===== src/rtl/mem_arb_pkg.sv =====
// Shared types and constants for the unified instruction/data memory arbiter.
package mem_arb_pkg;

  // Records which requester owns the RAM read slot, so the response is
  // routed back to the right port one cycle later.
  typedef enum logic [1:0] {
    OWN_NONE = 2'd0,
    OWN_INST = 2'd1,
    OWN_DATA = 2'd2
  } owner_t;

  localparam int WORD_BYTES = 4;
  localparam int BYTE_OFF_W = 2;

endpackage : mem_arb_pkg


===== src/rtl/arb_starve_ctr.sv =====
// Saturating counter of consecutive instruction-fetch losses. at_max tells
// the arbiter that fetch has waited long enough and must win the next
// collision.
module arb_starve_ctr #(
  parameter int MAX = 4,
  parameter int W   = $clog2(MAX + 1)
) (
  input  logic clk,
  input  logic rst,
  input  logic inc,
  input  logic clr,
  output logic at_max
);

  logic [W-1:0] cnt;

  assign at_max = (cnt == W'(MAX));

  // Count losses, saturate at MAX; a grant or an idle fetch port restarts the count.
  // NOTE: state registers use non-blocking assignments so every flop samples
  // values from before the edge, independent of block ordering.
  always_ff @(posedge clk) begin
    if (rst) begin
      cnt <= '0;
    end else if (clr) begin
      cnt <= '0;
    end else if (inc && !at_max) begin
      cnt <= cnt + 1'b1;
    end
  end

endmodule : arb_starve_ctr


===== src/rtl/unified_mem_arbiter.sv =====
// Shares one single-port synchronous RAM between the core's instruction-fetch
// port and its data port. Data wins collisions unless fetch has been starved
// for STARVE_MAX consecutive cycles. Read data returns one cycle after grant.
// Misaligned data accesses never touch the RAM and answer with an error.
// Optional build macro: ARB_PERF_CNT_EN adds per-port stall-cycle counters.
module unified_mem_arbiter
  import mem_arb_pkg::*;
#(
  parameter int ADDR_W     = 32,
  parameter int RAM_AW     = 10,
  parameter int STARVE_MAX = 4
) (
  input  logic              clk,
  input  logic              rst,
  input  logic              i_req,
  input  logic [ADDR_W-1:0] i_addr,
  output logic              i_gnt,
  output logic              i_rvalid,
  output logic [31:0]       i_rdata,
  input  logic              d_req,
  input  logic              d_wen,
  input  logic [ADDR_W-1:0] d_addr,
  input  logic [31:0]       d_wdata,
  output logic              d_gnt,
  output logic              d_rvalid,
  output logic [31:0]       d_rdata,
  output logic              d_err,
  output logic              ram_we,
  output logic [RAM_AW-1:0] ram_addr,
  output logic [31:0]       ram_din,
`ifdef ARB_PERF_CNT_EN
  output logic [31:0]       i_stall_cnt,
  output logic [31:0]       d_stall_cnt,
`endif
  input  logic [31:0]       ram_dout
);

  owner_t            owner_q;
  owner_t            owner_d;
  logic              err_q;
  logic [RAM_AW-1:0] addr_q;
  logic [RAM_AW-1:0] addr_sel;
  logic              d_mis;
  logic              d_ram;
  logic              starve_max;
  logic              unused;

  // Byte-offset bits of the fetch address and all bits above the RAM word
  // index are deliberately ignored, so addresses wrap modulo the RAM size.
  assign unused = ^{i_addr[ADDR_W-1:RAM_AW+BYTE_OFF_W], i_addr[BYTE_OFF_W-1:0],
                    d_addr[ADDR_W-1:RAM_AW+BYTE_OFF_W]};

  assign d_mis = (d_addr[BYTE_OFF_W-1:0] != '0);

  // Per-cycle grant decision and RAM port drive; a misaligned data access is
  // accepted without using the RAM, leaving the slot free for fetch.
  // NOTE: every signal gets a default at the top of always_comb so no path
  // leaves it unassigned, which would otherwise infer a latch.
  always_comb begin
    i_gnt    = 1'b0;
    d_gnt    = 1'b0;
    d_ram    = 1'b0;
    ram_we   = 1'b0;
    ram_din  = '0;
    addr_sel = addr_q;
    owner_d  = OWN_NONE;
    if (!rst) begin
      d_gnt = d_req & (d_mis | ~(i_req & starve_max));
      i_gnt = i_req & (~d_req | d_mis | starve_max);
    end
    d_ram = d_gnt & ~d_mis;
    if (d_ram) begin
      addr_sel = d_addr[RAM_AW+BYTE_OFF_W-1:BYTE_OFF_W];
      owner_d  = OWN_DATA;
      ram_we   = d_wen;
      ram_din  = d_wen ? d_wdata : '0;
    end else if (i_gnt) begin
      addr_sel = i_addr[RAM_AW+BYTE_OFF_W-1:BYTE_OFF_W];
      owner_d  = OWN_INST;
    end
    ram_addr = rst ? '0 : addr_sel;
  end

  // Remember the slot owner, any pending error and the last RAM address.
  always_ff @(posedge clk) begin
    if (rst) begin
      owner_q <= OWN_NONE;
      err_q   <= 1'b0;
      addr_q  <= '0;
    end else begin
      owner_q <= owner_d;
      err_q   <= d_gnt & d_mis;
      addr_q  <= addr_sel;
    end
  end

  // Route the RAM output to whichever port owned last cycle's slot; reset
  // suppresses any response still in flight.
  always_comb begin
    i_rvalid = !rst && (owner_q == OWN_INST);
    i_rdata  = i_rvalid ? ram_dout : '0;
    d_err    = !rst && err_q;
    d_rvalid = !rst && ((owner_q == OWN_DATA) || err_q);
    d_rdata  = (!rst && (owner_q == OWN_DATA)) ? ram_dout : '0;
  end

  arb_starve_ctr #(
    .MAX (STARVE_MAX)
  ) u_starve (
    .clk    (clk),
    .rst    (rst),
    .inc    (i_req & ~i_gnt),
    .clr    (~i_req | i_gnt),
    .at_max (starve_max)
  );

`ifdef ARB_PERF_CNT_EN
  // Stall-cycle counters: one tick per cycle a request is held but not granted.
  always_ff @(posedge clk) begin
    if (rst) begin
      i_stall_cnt <= '0;
      d_stall_cnt <= '0;
    end else begin
      i_stall_cnt <= i_stall_cnt + 32'(i_req & ~i_gnt);
      d_stall_cnt <= d_stall_cnt + 32'(d_req & ~d_gnt);
    end
  end
`endif

endmodule : unified_mem_arbiter


===== config.mk =====
export PLATFORM = sky130hd
export DESIGN_NAME = unified_mem_arbiter
export DESIGN_NICKNAME = d
export VERILOG_FILES = /design/src/rtl/mem_arb_pkg.sv /design/src/rtl/arb_starve_ctr.sv /design/src/rtl/unified_mem_arbiter.sv
export SDC_FILE = /design/constraint.sdc
export NUM_CORES = 1
export LEC_CHECK = 0
export BUFFER_PORTS_ARGS = -buffer_cell sky130_fd_sc_hd__buf_2
export CORE_AREA = 2 2 94 96
export DETAILED_ROUTE_END_ITERATION = 16
export DIE_AREA = 0 0 96 98
export PLACE_DENSITY = 0.64
export RECOVER_POWER = 25
export SLEW_MARGIN = 0
export SYNTH_ARGS = -nofsm -noshare
export SYNTH_HDL_FRONTEND = slang
export SYNTH_SLANG_ARGS = --single-unit

===== constraint.sdc =====
create_clock -name clk -period 2.56 [get_ports clk]
set_clock_uncertainty 0.2 [all_clocks]
set_input_delay 0.128 -clock clk [delete_from_list [all_inputs] [get_ports clk]]
set_output_delay 0.128 -clock clk [all_outputs]
set_load 0.1 [all_outputs]

# == Yosys cells after proc, flatten, opt, wreduce, memory -nomap -nowiden ==
# Cells that the tools add are included.
# totals
reg_bits,16
in_bits,133
wordCells,47
# op_classes
add_sub_neg,1
eq_ne,3
mux,12
n_bitwise,15
reduce_logical,11
# op_table
op,count
$mux 32,4
$mux 10,3
$and 1x1->1,6
$logic_and 1x1->1,5
$not 1->1,5
$mux 1,4
$or 1x1->1,4
$reduce_or 2->1,2
$add 3x1->3 const B,1
$eq 3x3->1 const B,1
$eq 2x1->1 const B,1
$eq 2x2->1 const B,1
$logic_not 1->1,2
$mux 2,1
$reduce_bool 2->1,1
$logic_or 1x1->1,1

# == Logic depth before layout (Yosys ltp) ==
# logic_depth
ltp_word,9
ltp_mapped,7
mapped_depth_nobuf,6

# == Hierarchy ==
# From an unflattened synthesis, not the netlist that was laid out.
# unflattened
cells_unflattened,208
hier_area_um2,1622.8
# modules_own_cells
module,n_inst,cells_each,area_per_inst_um2
unified_mem_arbiter,1,190,1435.1
arb_starve_ctr,1,18,187.7

# == Worst setup path before layout ==
# OpenSTA, ideal clock, no wires.
# synth_path
path_kind,flip-flop to flip-flop
startpoint,reg u_starve.cnt[0]
endpoint,reg addr_q[0]
setup_ns,0.355
arrival_ns,3.422
slack_ns,-1.417
stages_incl_launch_ff,8
n_path_buf,1
path_cell_list,dfxtp_1 -> inv_1 -> ha_1 -> nand2_1 -> a31oi_4 -> buf_6 -> mux2i_1 -> o21ai_0
# synth_via
word_cells_on_any_way,13
# synth_lines
element,line,rtl
from (decl),arb_starve_ctr.sv:15,logic [W-1:0] cnt;
from (signal assigned),arb_starve_ctr.sv:28,cnt <= cnt + 1'b1;
$eq 3x3->1,arb_starve_ctr.sv:17,assign at_max = (cnt == W'(MAX));
$or 1x1->1,unified_mem_arbiter.sv:69,i_gnt = i_req & (~d_req | d_mis | starve_max);
$and 1x1->1,unified_mem_arbiter.sv:69,
$mux 1,unified_mem_arbiter.sv:67,if (!rst) begin
named net i_gnt,unified_mem_arbiter.sv:17,"output logic i_gnt,"
$mux 10,unified_mem_arbiter.sv:77,end else if (i_gnt) begin
$mux 10,unified_mem_arbiter.sv:72,if (d_ram) begin
$mux 10,-,
named net ram_addr[0],unified_mem_arbiter.sv:29,"output logic [RAM_AW-1:0] ram_addr,"
to (signal assigned),unified_mem_arbiter.sv:93,addr_q <= addr_sel;
to (decl),unified_mem_arbiter.sv:41,logic [RAM_AW-1:0] addr_q;
# The timed path passes the listed nets, and every way through them passes these cells.
# A chain may end at the register's enable or synchronous reset.

# == Worst setup path in the final report ==
# layout_path
startpoint,reg u_starve.cnt[0]
endpoint,out ram_din[2]
# layout_via
elab_chain_len,8
# layout_lines
element,line,rtl
$eq 3x3->1,arb_starve_ctr.sv:17,
$and 1x1->1,unified_mem_arbiter.sv:68,d_gnt = d_req & (d_mis | ~(i_req & starve_max));
$not 1->1,unified_mem_arbiter.sv:68,
$or 1x1->1,unified_mem_arbiter.sv:68,
$and 1x1->1,unified_mem_arbiter.sv:68,
$mux 1,unified_mem_arbiter.sv:67,
$and 1x1->1,unified_mem_arbiter.sv:71,d_ram = d_gnt & ~d_mis;
$mux 32,unified_mem_arbiter.sv:72,
to (decl),unified_mem_arbiter.sv:30,"output logic [31:0] ram_din,"
# No other way between the ends.

==> PnR_summary.wiki <==
{| class="wikitable"
! Metric !! Value
|-
| Pre-CTS setup slack || 0.220 ns
|-
| Floorplan die width || 96 um
|-
| Setup_tns || 0 ns
|-
| Result of the run || complete, no violations
|-
| Total die area || 0.00941 mm2
|-
| Number of standard-cell rows in the floorplan || 34
|-
| Final weighted congestion in routability-driven placement || 0.693
|-
| CTS Buf Count || 3
|-
| #FFs+latches synth || 16
|-
| Via Count || 2111
|-
| Core Area || 0.00847 mm2
|-
| Initial antenna violation count || 1
|-
| CTS sink cnt || 16
|-
| Transition time at the pin with the least slew margin || 1.16 ns
|-
| Total setup violations reported at the end of the flow || 0
|-
| Highest attainable clock frequency || 406 MHz
|-
| Vias per Instance || 4.14
|-
| Ports || 245
|-
| Hold violation total from the final report || 0
|-
| Final hold slack || 0.0450 ns
|-
| Worst vdd ir || 0.000250 V
|-
| Detailed Route WL || 6.31 mm
|-
| FILL cells || 850
|-
| Via count of the first global-routing pass || 1921
|-
| Yosys synthesis warning count || 0
|-
| Fraction of the yosys area taken by sequential cells || 23.1%
|-
| Synthesized instance count || 186
|-
| PwrDens || 303 mW/mm2
|-
| Iteration-0 DRC count of the detailed router || 37
|-
| Die extent in y || 98 um
|-
| CP Max Fanout || 23
|-
| Wire length of the first global-routing pass || 8.91 mm
|-
| Largest delay share family, worst path || simple AND/OR/NAND/NOR gates
|-
| CP Data Required Time || 2.23 ns
|-
| DRC || 0
|-
| Standard cell with the maximum stage delay on the critical path || dfxtp_1
|-
| Worst Path Class, Setup || flop to primary output
|-
| Port buffer count || 202
|-
| Area of the multi-input gates || 0.00105 mm2
|-
| Clock slew seen by the registers of the worst setup and hold paths || 0.06 ns
|-
| Number of buffers on the longest clock path || 2
|-
| Total track usage || 11.8%
|-
| Time the final worst path needs with I/O delays and setup || 2.47 ns
|-
| Antenna cell count || 0
|-
| Slowest stage delay, CP || 0.34 ns
|-
| Mean routed wirelength per cell || 12.4 um
|-
| Maximum Capacitance Violations || 0
|-
| Cell at the root of the clock tree || clkbuf_8
|-
| Class of the worst hold path || input pin to flop
|-
| Number of pins with negative max-slew slack in the final report || 0
|-
| Most common cell after layout, fill and taps aside || buf_2
|-
| Residual overflow from global routing || 0
|-
| Post-detailed-route count of antenna-violating nets || 0
|-
| Lkg Pwr || 0.00189 uW
|-
| Sort of element at the start of the critical path || flop
|-
| Half-perimeter wire length after detailed placement || 5.24 mm
|-
| Mean post-synth cell area || 7.47 um2
|-
| Cell-by-cell trace of the critical path || inv_1 > ha_1 > and3_1 > nor4_4 > buf_6 > buf_8 > and3_1 > buf_12
|-
| Netlist area before placement || 0.00139 mm2
|-
| Router iterations before antenna repair || 4
|-
| Layout cell share with drive strength beyond 1 || 58.5%
|-
| Final period util || 96.3%
|-
| Arrival time at the worst endpoint || 2.14 ns
|-
| H-tree levels || 1
|-
| Setup repair after global routing missed its margin || yes
|-
| Clock latency reported for the late side of the worst-skew pair || 0.25 ns
|-
| Combined flip-flop and latch cell area || 320 um2
|-
| Commonest cells after routing, fill and taps aside || 158 x buf_2, 65 x and2_1, 41 x buf_12
|-
| Clock tree from TritonCTS || built
|-
| Maximum number of pins on one net before global-route repair || 34
|-
| Nets in the synthesized netlist || 321
|-
| Crit end category || primary output
|-
| Buf+Inv Stages, Crit Path || 4
|-
| Starting density of the core || 16.4%
|-
| Relative area change from synthesis to final layout || 147%
|-
| Layout Nets || 538
|-
| Top cell by count, worst path || and3_1
|-
| Least setup slack across all paths after layout || 0.0943 ns
|-
| Worst-case headroom to the max-slew limit || 23.1%
|-
| Count of unique library cells instantiated by Yosys || 25
|}
## layout make-up
| class | instances | share of cell area, % |
|---|---|---|
| timing repair buffer | 226 | 54.2 |
| multi-input combinational | 153 | 30.6 |
| sequential | 16 | 9.32 |
| tap | 108 | 3.93 |
| clock buffer | 4 | 1.60 |
| inverter | 3 | 0.328 |
## state kept, by name (all words and copies together), names as in the netlist
name          cells
addr_q           10
err_q             1
u_starve.cnt      3
owner_q           2
## worst reg2reg max path: cells and delay by family (launching register included)
kind	cells	cell delay, ns
AO/OA/AOI/OAI	1	0.08
adder cells (fa/ha/maj)	1	0.22
buffers and inverters	3	0.77
flip-flops	1	0.34
AND/OR/NAND/NOR	3	0.70
## final timing paths
check	from	to	slack (ns)	cells past startpoint
max	u_starve.cnt[0]	ram_din[2]	0.09	8
min	i_addr[5]	addr_q[3]	0.04	3
max reg2reg	u_starve.cnt[0]	addr_q[6]	0.14	8
min reg2reg	u_starve.cnt[0]	u_starve.cnt[0]	0.35	2
## kinds of logic (layout without fill, tap and decap cells)
family	count (synthesis)	in the layout	synth area share [%]
AO/OA/AOI/OAI	15	15	6.85
buffers and inverters	18	233	5.86
adder cells (fa/ha/maj)	2	2	1.80
flip-flops	16	16	23.1
AND/OR/NAND/NOR	125	126	55.2
multiplexers	10	10	7.21
## metal layers
layer  vias to the layer above  share of wire (%)  track usage, %
li1                       1049                  -               -
met1                       920                 34            12.0
met2                       131                 53            22.9
met3                         9                 12            3.63
met4                         2               0.94            2.31
met5                         -               0.21               0
## Yosys cell counts
| cell type | n | area share (%) |
|---|---|---|
| or2_2 | 2 | 0.90 |
| buf_2 | 2 | 0.72 |
| nand2b_2 | 1 | 0.63 |
| nand2b_1 | 1 | 0.45 |
| and3_1 | 35 | 16 |
| dfxtp_1 | 16 | 23 |
| ha_1 | 2 | 1.8 |
| mux2i_1 | 10 | 7.2 |
| and2_1 | 65 | 29 |
| buf_6 | 1 | 0.81 |
| nand2_1 | 12 | 3.2 |
| or3_1 | 1 | 0.45 |
| nor2_2 | 1 | 0.45 |
| inv_1 | 3 | 0.81 |
| a31oi_4 | 1 | 1.5 |
| a21boi_0 | 1 | 0.54 |
| nor3b_1 | 2 | 1.1 |
| o21ai_0 | 11 | 4.0 |
| a31oi_1 | 1 | 0.45 |
| nor2_1 | 2 | 0.54 |
| clkbuf_2 | 3 | 1.1 |
| nor2b_1 | 2 | 0.90 |
| a21oi_1 | 1 | 0.36 |
| nor4_4 | 1 | 1.5 |
| clkbuf_1 | 9 | 2.4 |
## metrics by stage
stage,instance area [um2],utilization (%),total power [uW],std cells
final,3440,40.6,1040,510
after global routing,3440,40.6,1080,510
after CTS,3360,39.7,1040,505
after detailed placement,3150,37.2,791,485
after global placement,3150,37.2,784,485
after floorplan,1420,-,618,186
## what timing repair did
| item | CTS | global route |
|---|---|---|
| hold endpoints to repair | 11 | 1 |
| endpoints found under the setup margin | 5 | 27 |
| buffers inserted | 2 | 2 |
| pin swaps | 2 | 2 |
| gates cloned | 0 | 2 |
| resized for setup | 1 | 12 |
| hold buffers | 14 | 1 |
## power breakdown
group	internal, uW	leakage [uW]	switching [uW]
Combinational	172	0.00173	374
Sequential	263	0.000131	4.30
Clock	136	0.0000288	90.6
Total	571	0.00189	469
Power figures use the tool's default switching activity.
